`config.mk`:
```
export PLATFORM = sky130hd
export DESIGN_NAME = collision_scheduler
export DESIGN_NICKNAME = d
export VERILOG_FILES = /design/src/rtl/collision_scheduler.sv
export SDC_FILE = /design/constraint.sdc
export NUM_CORES = 2
export LEC_CHECK = 0
export BUFFER_PORTS_ARGS = -buffer_cell sky130_fd_sc_hd__buf_2
export CAP_MARGIN = 25
export CORE_ASPECT_RATIO = 0.8
export CORE_MARGIN = 2
export CORE_UTILIZATION = 35
export CTS_CLUSTER_SIZE = 10
export DETAILED_ROUTE_END_ITERATION = 12
export PLACE_DENSITY = 0.58
export SETUP_SLACK_MARGIN = 0.3
export SYNTH_ARGS = -nofsm -noshare
export SYNTH_HDL_FRONTEND = slang
export SYNTH_SLANG_ARGS = --single-unit
```
`constraint.sdc`:
```
create_clock -name clk -period 57.2 [get_ports clk]
set_input_delay 11.44 -clock clk [delete_from_list [all_inputs] [get_ports clk]]
set_output_delay 11.44 -clock clk [all_outputs]
set_load 0.03 [all_outputs]
```
`src/rtl/collision_scheduler.sv`:
```
// collision_scheduler
// Purpose : once per frame, snapshot an object table and test every unordered
//           pair (i<j) for half-open rectangle overlap through one shared
//           2-stage comparator, one pair per clock.
// Ports   : clk, resetN (async, active-low); frame_start (1-cycle request);
//           obj_valid/obj_top/obj_left/obj_width/obj_height (object table);
//           busy, done (1-cycle), collided (per object), pair_count,
//           player_hit (1-cycle, with done), overrun (sticky).
// Latency : done is high P+3 cycles after frame_start is sampled,
//           where P = NUM_OBJ*(NUM_OBJ-1)/2.
module collision_scheduler #(
  parameter  int NUM_OBJ = 8,
  localparam int P       = NUM_OBJ * (NUM_OBJ - 1) / 2,
  localparam int CW      = $clog2(P + 1)
) (
  input  logic                      clk,
  input  logic                      resetN,
  input  logic                      frame_start,
  input  logic [NUM_OBJ-1:0]        obj_valid,
  input  logic [NUM_OBJ-1:0][31:0]  obj_top,
  input  logic [NUM_OBJ-1:0][31:0]  obj_left,
  input  logic [NUM_OBJ-1:0][31:0]  obj_width,
  input  logic [NUM_OBJ-1:0][31:0]  obj_height,
  output logic                      busy,
  output logic                      done,
  output logic [NUM_OBJ-1:0]        collided,
  output logic [CW-1:0]             pair_count,
  output logic                      player_hit,
  output logic                      overrun
);

  localparam int IW = $clog2(NUM_OBJ);
  localparam logic [IW-1:0] LAST_I = IW'(NUM_OBJ - 2);
  localparam logic [IW-1:0] LAST_J = IW'(NUM_OBJ - 1);

  typedef enum logic [2:0] {IDLE, SNAPSHOT, SCAN, DRAIN, DONE} state_t;

  state_t               state_q, state_d;
  logic [IW-1:0]        i_q, i_d, j_q, j_d;
  logic                 s1_vld_q, s1_vld_d;
  logic [IW-1:0]        s1_i_q, s1_j_q;
  logic [NUM_OBJ-1:0]   acc_flags_q, acc_flags_d;
  logic [CW-1:0]        acc_count_q, acc_count_d;
  logic [NUM_OBJ-1:0]   collided_q, collided_d;
  logic [CW-1:0]        pair_count_q, pair_count_d;
  logic                 busy_q, busy_d;
  logic                 done_q, done_d;
  logic                 player_hit_q, player_hit_d;
  logic                 overrun_q, overrun_d;
  logic                 issue;
  logic                 hit;

  // Snapshot of the object table; frozen for the whole scan.
  logic [NUM_OBJ-1:0]       snap_vld_q;
  logic [NUM_OBJ-1:0][31:0] snap_top_q, snap_left_q, snap_w_q, snap_h_q;

  // Stage-1 operand registers for the pair in flight.
  logic signed [31:0] a_top_q, a_left_q, a_w_q, a_h_q;
  logic signed [31:0] b_top_q, b_left_q, b_w_q, b_h_q;
  logic               s1_ok_q;

  always_ff @(posedge clk) begin
    if (state_q == SNAPSHOT) begin
      snap_vld_q  <= obj_valid;
      snap_top_q  <= obj_top;
      snap_left_q <= obj_left;
      snap_w_q    <= obj_width;
      snap_h_q    <= obj_height;
    end
  end

  // Degenerate (non-positive size) or invalid objects are resolved here so
  // stage 2 only has to do the four edge comparisons.
  always_ff @(posedge clk) begin
    if (issue) begin
      a_top_q  <= snap_top_q[i_q];
      a_left_q <= snap_left_q[i_q];
      a_w_q    <= snap_w_q[i_q];
      a_h_q    <= snap_h_q[i_q];
      b_top_q  <= snap_top_q[j_q];
      b_left_q <= snap_left_q[j_q];
      b_w_q    <= snap_w_q[j_q];
      b_h_q    <= snap_h_q[j_q];
      s1_ok_q  <= snap_vld_q[i_q] && snap_vld_q[j_q]
               && ($signed(snap_w_q[i_q]) > 0) && ($signed(snap_h_q[i_q]) > 0)
               && ($signed(snap_w_q[j_q]) > 0) && ($signed(snap_h_q[j_q]) > 0);
    end
  end

  // Stage 2: half-open overlap; sums wrap in 32-bit two's complement.
  logic signed [31:0] a_right, a_bottom, b_right, b_bottom;
  always_comb begin
    a_right  = a_left_q + a_w_q;
    a_bottom = a_top_q  + a_h_q;
    b_right  = b_left_q + b_w_q;
    b_bottom = b_top_q  + b_h_q;
    hit = s1_vld_q && s1_ok_q
       && (a_left_q < b_right)  && (b_left_q < a_right)
       && (a_top_q  < b_bottom) && (b_top_q  < a_bottom);
  end

  always_comb begin
    state_d      = state_q;
    i_d          = i_q;
    j_d          = j_q;
    issue        = 1'b0;
    acc_flags_d  = acc_flags_q;
    acc_count_d  = acc_count_q;
    collided_d   = collided_q;
    pair_count_d = pair_count_q;
    busy_d       = busy_q;
    done_d       = 1'b0;
    player_hit_d = 1'b0;
    overrun_d    = overrun_q;

    // Any request outside IDLE (including the DONE cycle) is dropped.
    if (frame_start && (state_q != IDLE)) overrun_d = 1'b1;

    if (hit) begin
      acc_flags_d[s1_i_q] = 1'b1;
      acc_flags_d[s1_j_q] = 1'b1;
      acc_count_d         = acc_count_q + CW'(1);
    end

    unique case (state_q)
      IDLE: begin
        if (frame_start) begin
          state_d = SNAPSHOT;
          busy_d  = 1'b1;
        end
      end
      SNAPSHOT: begin
        acc_flags_d = '0;
        acc_count_d = '0;
        i_d         = '0;
        j_d         = IW'(1);
        state_d     = SCAN;
      end
      SCAN: begin
        issue = 1'b1;
        if ((i_q == LAST_I) && (j_q == LAST_J)) begin
          state_d = DRAIN;
        end else if (j_q == LAST_J) begin
          i_d = i_q + IW'(1);
          j_d = i_q + IW'(2);
        end else begin
          j_d = j_q + IW'(1);
        end
      end
      DRAIN: state_d = DONE;
      DONE: begin
        collided_d   = acc_flags_q;
        pair_count_d = acc_count_q;
        done_d       = 1'b1;
        player_hit_d = acc_flags_q[0];
        busy_d       = 1'b0;
        state_d      = IDLE;
      end
      default: state_d = IDLE;
    endcase
  end

  assign s1_vld_d = issue;

  always_ff @(posedge clk or negedge resetN) begin
    if (!resetN) begin
      state_q      <= IDLE;
      i_q          <= '0;
      j_q          <= '0;
      s1_vld_q     <= 1'b0;
      s1_i_q       <= '0;
      s1_j_q       <= '0;
      acc_flags_q  <= '0;
      acc_count_q  <= '0;
      collided_q   <= '0;
      pair_count_q <= '0;
      busy_q       <= 1'b0;
      done_q       <= 1'b0;
      player_hit_q <= 1'b0;
      overrun_q    <= 1'b0;
    end else begin
      state_q      <= state_d;
      i_q          <= i_d;
      j_q          <= j_d;
      s1_vld_q     <= s1_vld_d;
      if (issue) begin
        s1_i_q     <= i_q;
        s1_j_q     <= j_q;
      end
      acc_flags_q  <= acc_flags_d;
      acc_count_q  <= acc_count_d;
      collided_q   <= collided_d;
      pair_count_q <= pair_count_d;
      busy_q       <= busy_d;
      done_q       <= done_d;
      player_hit_q <= player_hit_d;
      overrun_q    <= overrun_d;
    end
  end

  assign busy       = busy_q;
  assign done       = done_q;
  assign collided   = collided_q;
  assign pair_count = pair_count_q;
  assign player_hit = player_hit_q;
  assign overrun    = overrun_q;

endmodule
```
After elaboration in Yosys (flattened, before gate mapping) --
Cells that the tools add are included.
Storage, ports and cells: flip-flop bits (word level) 1335, input bits 1035, output and inout bits 17, word-level logic and storage cells 155
Cells by class: add/sub/neg operators 8, magnitude comparators 14, equality and inequality tests 10, mux-type cells 42, bitwise logic cells 2, reductions and logical operators 23
Operator list (number):
- binary-select mux 32 bit (select 3 bit) | 8
- 2-to-1 mux 32 bit | 8
- adder 32 bit | 4
- greater-than comparator 32 x 1 -> 1 bit, second input constant | 4
- < comparator 32 bit | 4
- 2-to-1 mux 3 bit | 6
- < comparator 3 x 4 -> 1 bit, second input constant | 4
- 2-to-1 mux 8 bit | 2
- bitwise OR 8 bit | 2
- logical AND 1 bit | 14
- one-hot mux 3 bit (2 select lines) | 2
- one-hot mux 3 bit (4 select lines) | 1
- 2-to-1 mux 5 bit | 2
- equality test 3 bit, second input constant | 3
- 2-to-1 mux 1 bit | 8
- != test 2 bit, second input constant | 4
- adder 3 x 1 -> 3 bit, second input constant | 2
- binary-select mux 1 bit (select 3 bit) | 2
- demux 1 bit (select 3 bit) | 2
- equality test 3 x 2 -> 1 bit, second input constant | 2
- >= comparator 3 x 1 -> 1 bit, second input constant | 2
- AND reduction 2 bit | 3
- nonzero test 2 bit | 3
- adder 5 x 1 -> 5 bit, second input constant | 1
- 6 further kinds | 6

Depth between registers and ports, before layout --
depth after elaboration 8, mapped depth 24, mapped depth without buffers 24

Least setup slack after synthesis --
OpenSTA, ideal clock, no wires.
path type register -> register, start point reg state_q[0], end point reg j_q[1], library setup time 0.333 ns, data arrival time 27.927 ns, required time 56.867 ns, setup slack 28.939 ns, stages on the path, launching flop included 5, path buffers 0, clock period less this slack 28.261 ns, cells stage by stage dfrtp_1 -> or3b_2 -> clkinv_1 -> a21oi_1 -> o21ai_0
On the way: cells in the longest elaborated chain, start to end 3, elaborated cells between the ends (all ways) 6, classes of those cells 3 x eq/ne; 1 x mux; 2 x reduce/logical
Ends and longest elaborated chain:
- from (decl) | RTL line 38 | state_t state_q, state_d;
- from (signal assigned) | RTL line 182 | state_q <= state_d;
- equality test 3 x 2 -> 1 bit or equality test 3 x 1 -> 1 bit (tied branches) | RTL line 125 | unique case (state_q)
- != test 2 bit (no line) or nonzero test 2 bit (tied branches)
- AND reduction 2 bit (no line)
- to (signal assigned) | RTL line 184 | j_q <= j_d;
- to (decl) | RTL line 39 | logic [IW-1:0] i_q, i_d, j_q, j_d;
Several ways; a longest one is shown, not always the timed one. A chain may end at the register's enable or synchronous reset.

Final worst setup path --
start point reg busy_q, in the netlist busy, end point out busy
RTL lines:
- from (decl) | RTL line 46 | logic busy_q, busy_d;
- from (signal assigned) | RTL line 194 | busy_q <= busy_d;
- to (decl) | RTL line 24 | output logic busy,
No word-level cell between the ends.

==> metrics.csv <==
stage;metric;value;unit
place;hpwlAfterDp;157000;um
route;drt-initial-drc-count;3402;
setup_path;cp_slowest_cell;sky130_fd_sc_hd__dfrtp_1;
cts;clkSinkCount;1335;
floorplanning;rows;140;
sta;final-hold-violation-count;0;
cts;worst_skew_pair.late_latency;800;ps
sta;maxClockFrequency;0.0781;GHz
sta;post_route_skew;34.8;ps
cts;tritoncts;done;
logic_synthesis;syn_nets;4813;
global_routing;grt_first_pass_wirelength;292000;um
logic_synthesis;synthesis.area_per_instance;18.3;um^2
cts;postCtsSetupRepairBufs;0;
cts;cts.clk_slew.worst_paths;60;ps
floorplanning;boundaryPins;1052;
setup_path;number_of_buffer_and_inverter_stages_on_the_critical_path;1;
route;via_density_per_instance;5.49;
setup_path;critPathArrivalTime;1360;ps
logic_synthesis;synth.area.top_cells;sky130_fd_sc_hd__edfxtp_1, sky130_fd_sc_hd__mux4_2, sky130_fd_sc_hd__ha_1, sky130_fd_sc_hd__mux2_2, sky130_fd_sc_hd__dfrtp_1;
sta;unrepaired_setup_endpoints_after_global_routing;no;
route;ant_nets;0;
logic_synthesis;yosysUniqueCellTypes;79;
cts;clock-root-buffer;sky130_fd_sc_hd__clkbuf_16;
logic_synthesis;synthArstFlopShare;3.45;%
setup_path;register_to_register_setup_slack;50310;ps
setup_path;start_kind;flip-flop;
logic_synthesis;post_synth_most_frequent_cells;sky130_fd_sc_hd__edfxtp_1, sky130_fd_sc_hd__mux4_2, sky130_fd_sc_hd__mux2_2;
global_routing;overflow;0;
setup_path;crit_family;flip-flops;
logic_synthesis;synth-seq-cells;1335;
pwr;total_leakage_power;27.8;nW
sta;worstMarginPinSlew;1120;ps
pwr;ir_worst_vdd;0.0300;mV
pwr;totalPowerFinal;4.10;mW
place;placedInstanceArea;72700;um^2
floorplanning;floorplan.die_area;188000;um^2
cts;ctsLongestPathBuffers;3;
route;remaining_drc_errors;0;
sta;layout_min_cycle_time;12800;ps
logic_synthesis;synth-seq-area-share;61.7;%
logic_synthesis;synth-edff-count;1289;
finish;final_layout_size_suffix_gt1_share;44.7;%
logic_synthesis;synthFlopType;sky130_fd_sc_hd__edfxtp_1;
cts;cts-hold-fix-buffers;0;
logic_synthesis;yosysTopAreaCellShare;59.9;%
route;drt_first_pass_iters;5;
sta;report.final.setup_viol;0;
setup_path;crit_fanout;2;
global_routing;grt_antenna_before_repair;111;
sta;relSlewSlack;25.2;%
global_routing;overall_global_routing_usage;21.9;%
setup_path;critical_path.endpoint_type;output pin;
route;vias;39284;
logic_synthesis;synth_top_area_cell;sky130_fd_sc_hd__edfxtp_1;
setup_path;path_cells;buf_2;
cts;htree_levels;4;
sta;total_negative_setup_slack;0;ps
sta;final_min_period_over_clock_period;22.4;%
cts;post_cts_resize_count;0;
logic_synthesis;post_synth_inst_count;3521;
logic_synthesis;synth_most_common_cell;sky130_fd_sc_hd__edfxtp_1;
finish;final_core_util;42.4;%
setup_path;critPathRequiredTime;45760;ps
floorplanning;floorplan.die.width;484;um
setup_path;critPathKind;flip-flop to output pin;
sta;slew_viol_final;0;
setup_path;max_stage_delay;400;ps
place;port_buffers;1051;
logic_synthesis;mappedNetlistArea;64600;um^2
route;wirelength_per_cell;29.3;um
global_routing;maximum_number_of_pins_on_one_net_before_global_route_repair;167;
pwr;power-per-cell-area;52.9;nW/um^2
finish;finish.instance_area;77400;um^2
job;max-cap-violations;0;
finish;syn_to_final_growth;19.9;%
logic_synthesis;yosysWarningCount;0;
route;wl;210000;um
finish;finalNetCount;5923;
status;run_status;finished clean;
floorplanning;floorplan.die.height;388;um
floorplanning;start_util;35.3;%
floorplanning;coreArea;183000;um^2
place;gp_congestion;0.868;
cts;cts-buffers-inserted;157;
global_routing;first_global_vias;40196;
min_path;hold_class;flip-flop to flip-flop;
[stage by stage]
| step | instances | hold slack (ps) | worst slack, ps |
|---|---|---|---|
| after floorplan | 3521 | 443 | 28940 |
| after global placement | 6881 | 471 | 44700 |
| after detailed placement | 6882 | 470 | 45150 |
| after CTS | 7097 | 486 | 44320 |
| after global routing | 7138 | 510 | 44320 |
| final | 7159 | 485 | 44400 |
[report_power, final]
group	internal (mW)	leakage [nW]	switching, mW
Clock	0.515	2.17	0.402
Sequential	1.40	12.5	0.143
Combinational	0.705	13.1	0.927
Total	2.62	27.8	1.47
[layout by cell type, fill, tap and decap left out, types with 68 or more instances in the layout]
master                      count
sky130_fd_sc_hd__mux2_2       271
sky130_fd_sc_hd__a21o_1        93
sky130_fd_sc_hd__clkbuf_16    158
sky130_fd_sc_hd__nand2_1       68
sky130_fd_sc_hd__a21oi_1      143
sky130_fd_sc_hd__ha_1         253
sky130_fd_sc_hd__o21ai_0       69
sky130_fd_sc_hd__edfxtp_1    1289
sky130_fd_sc_hd__buf_2       1051
sky130_fd_sc_hd__mux4_2       516
[path summary, 6_finish.rpt]
check | startpoint | to | cells past startpoint
min reg2reg | overrun$_DFFE_PN0P_ | overrun$_DFFE_PN0P_ | 1
max in group asynchronous | resetN | j_q[0]$_DFFE_PN0P_ | 2
min in group asynchronous | resetN | pair_count[0]$_DFFE_PN0P_ | 1
max | busy$_DFFE_PN0P_ | busy | 1
max reg2reg | a_top_q[1]$_DFFE_PP_ | acc_flags_q[3]$_DFFE_PN0P_ | 21
min | overrun$_DFFE_PN0P_ | overrun$_DFFE_PN0P_ | 1
[registers in the layout, indices dropped and copies added, names as in the netlist, 256 cells and up]
register,count
snap_left_q,256
snap_w_q,256
snap_top_q,256
snap_h_q,256
[area by class of cell]
type	count	area, um^2
inverters	55	214
clock inverters	30	414
clock buffers	185	4070
multi-input cells	1976	23800
well taps	2414	3020
repair buffers	1106	5830
fillers	16410	105000
flip-flops and latches	1335	39900
diodes	58	145
[metal layers]
metal	vias up	routed length, um	GRT usage (%)
met5	-	440	0
met4	68	4660	5.64
met3	346	14700	5.46
met2	1551	100000	35.2
met1	20288	89700	29.6
li1	17031	-	-
[cell families (layout without fill, tap and decap cells)]
| logic type | Yosys count | in the layout | synth area share (%) |
|---|---|---|---|
| flip-flops | 1335 | 1335 | 61.7 |
| adder cells (fa/ha/maj) | 257 | 257 | 5.03 |
| XOR/XNOR | 118 | 118 | 1.60 |
| AND/OR/NAND/NOR | 362 | 362 | 2.97 |
| buffers and inverters | 210 | 1376 | 1.36 |
| AO/OA/AOI/OAI | 442 | 442 | 4.44 |
| other | 0 | 58 | 0 |
| multiplexers | 797 | 797 | 22.9 |
(Power assumes the default switching activity.)
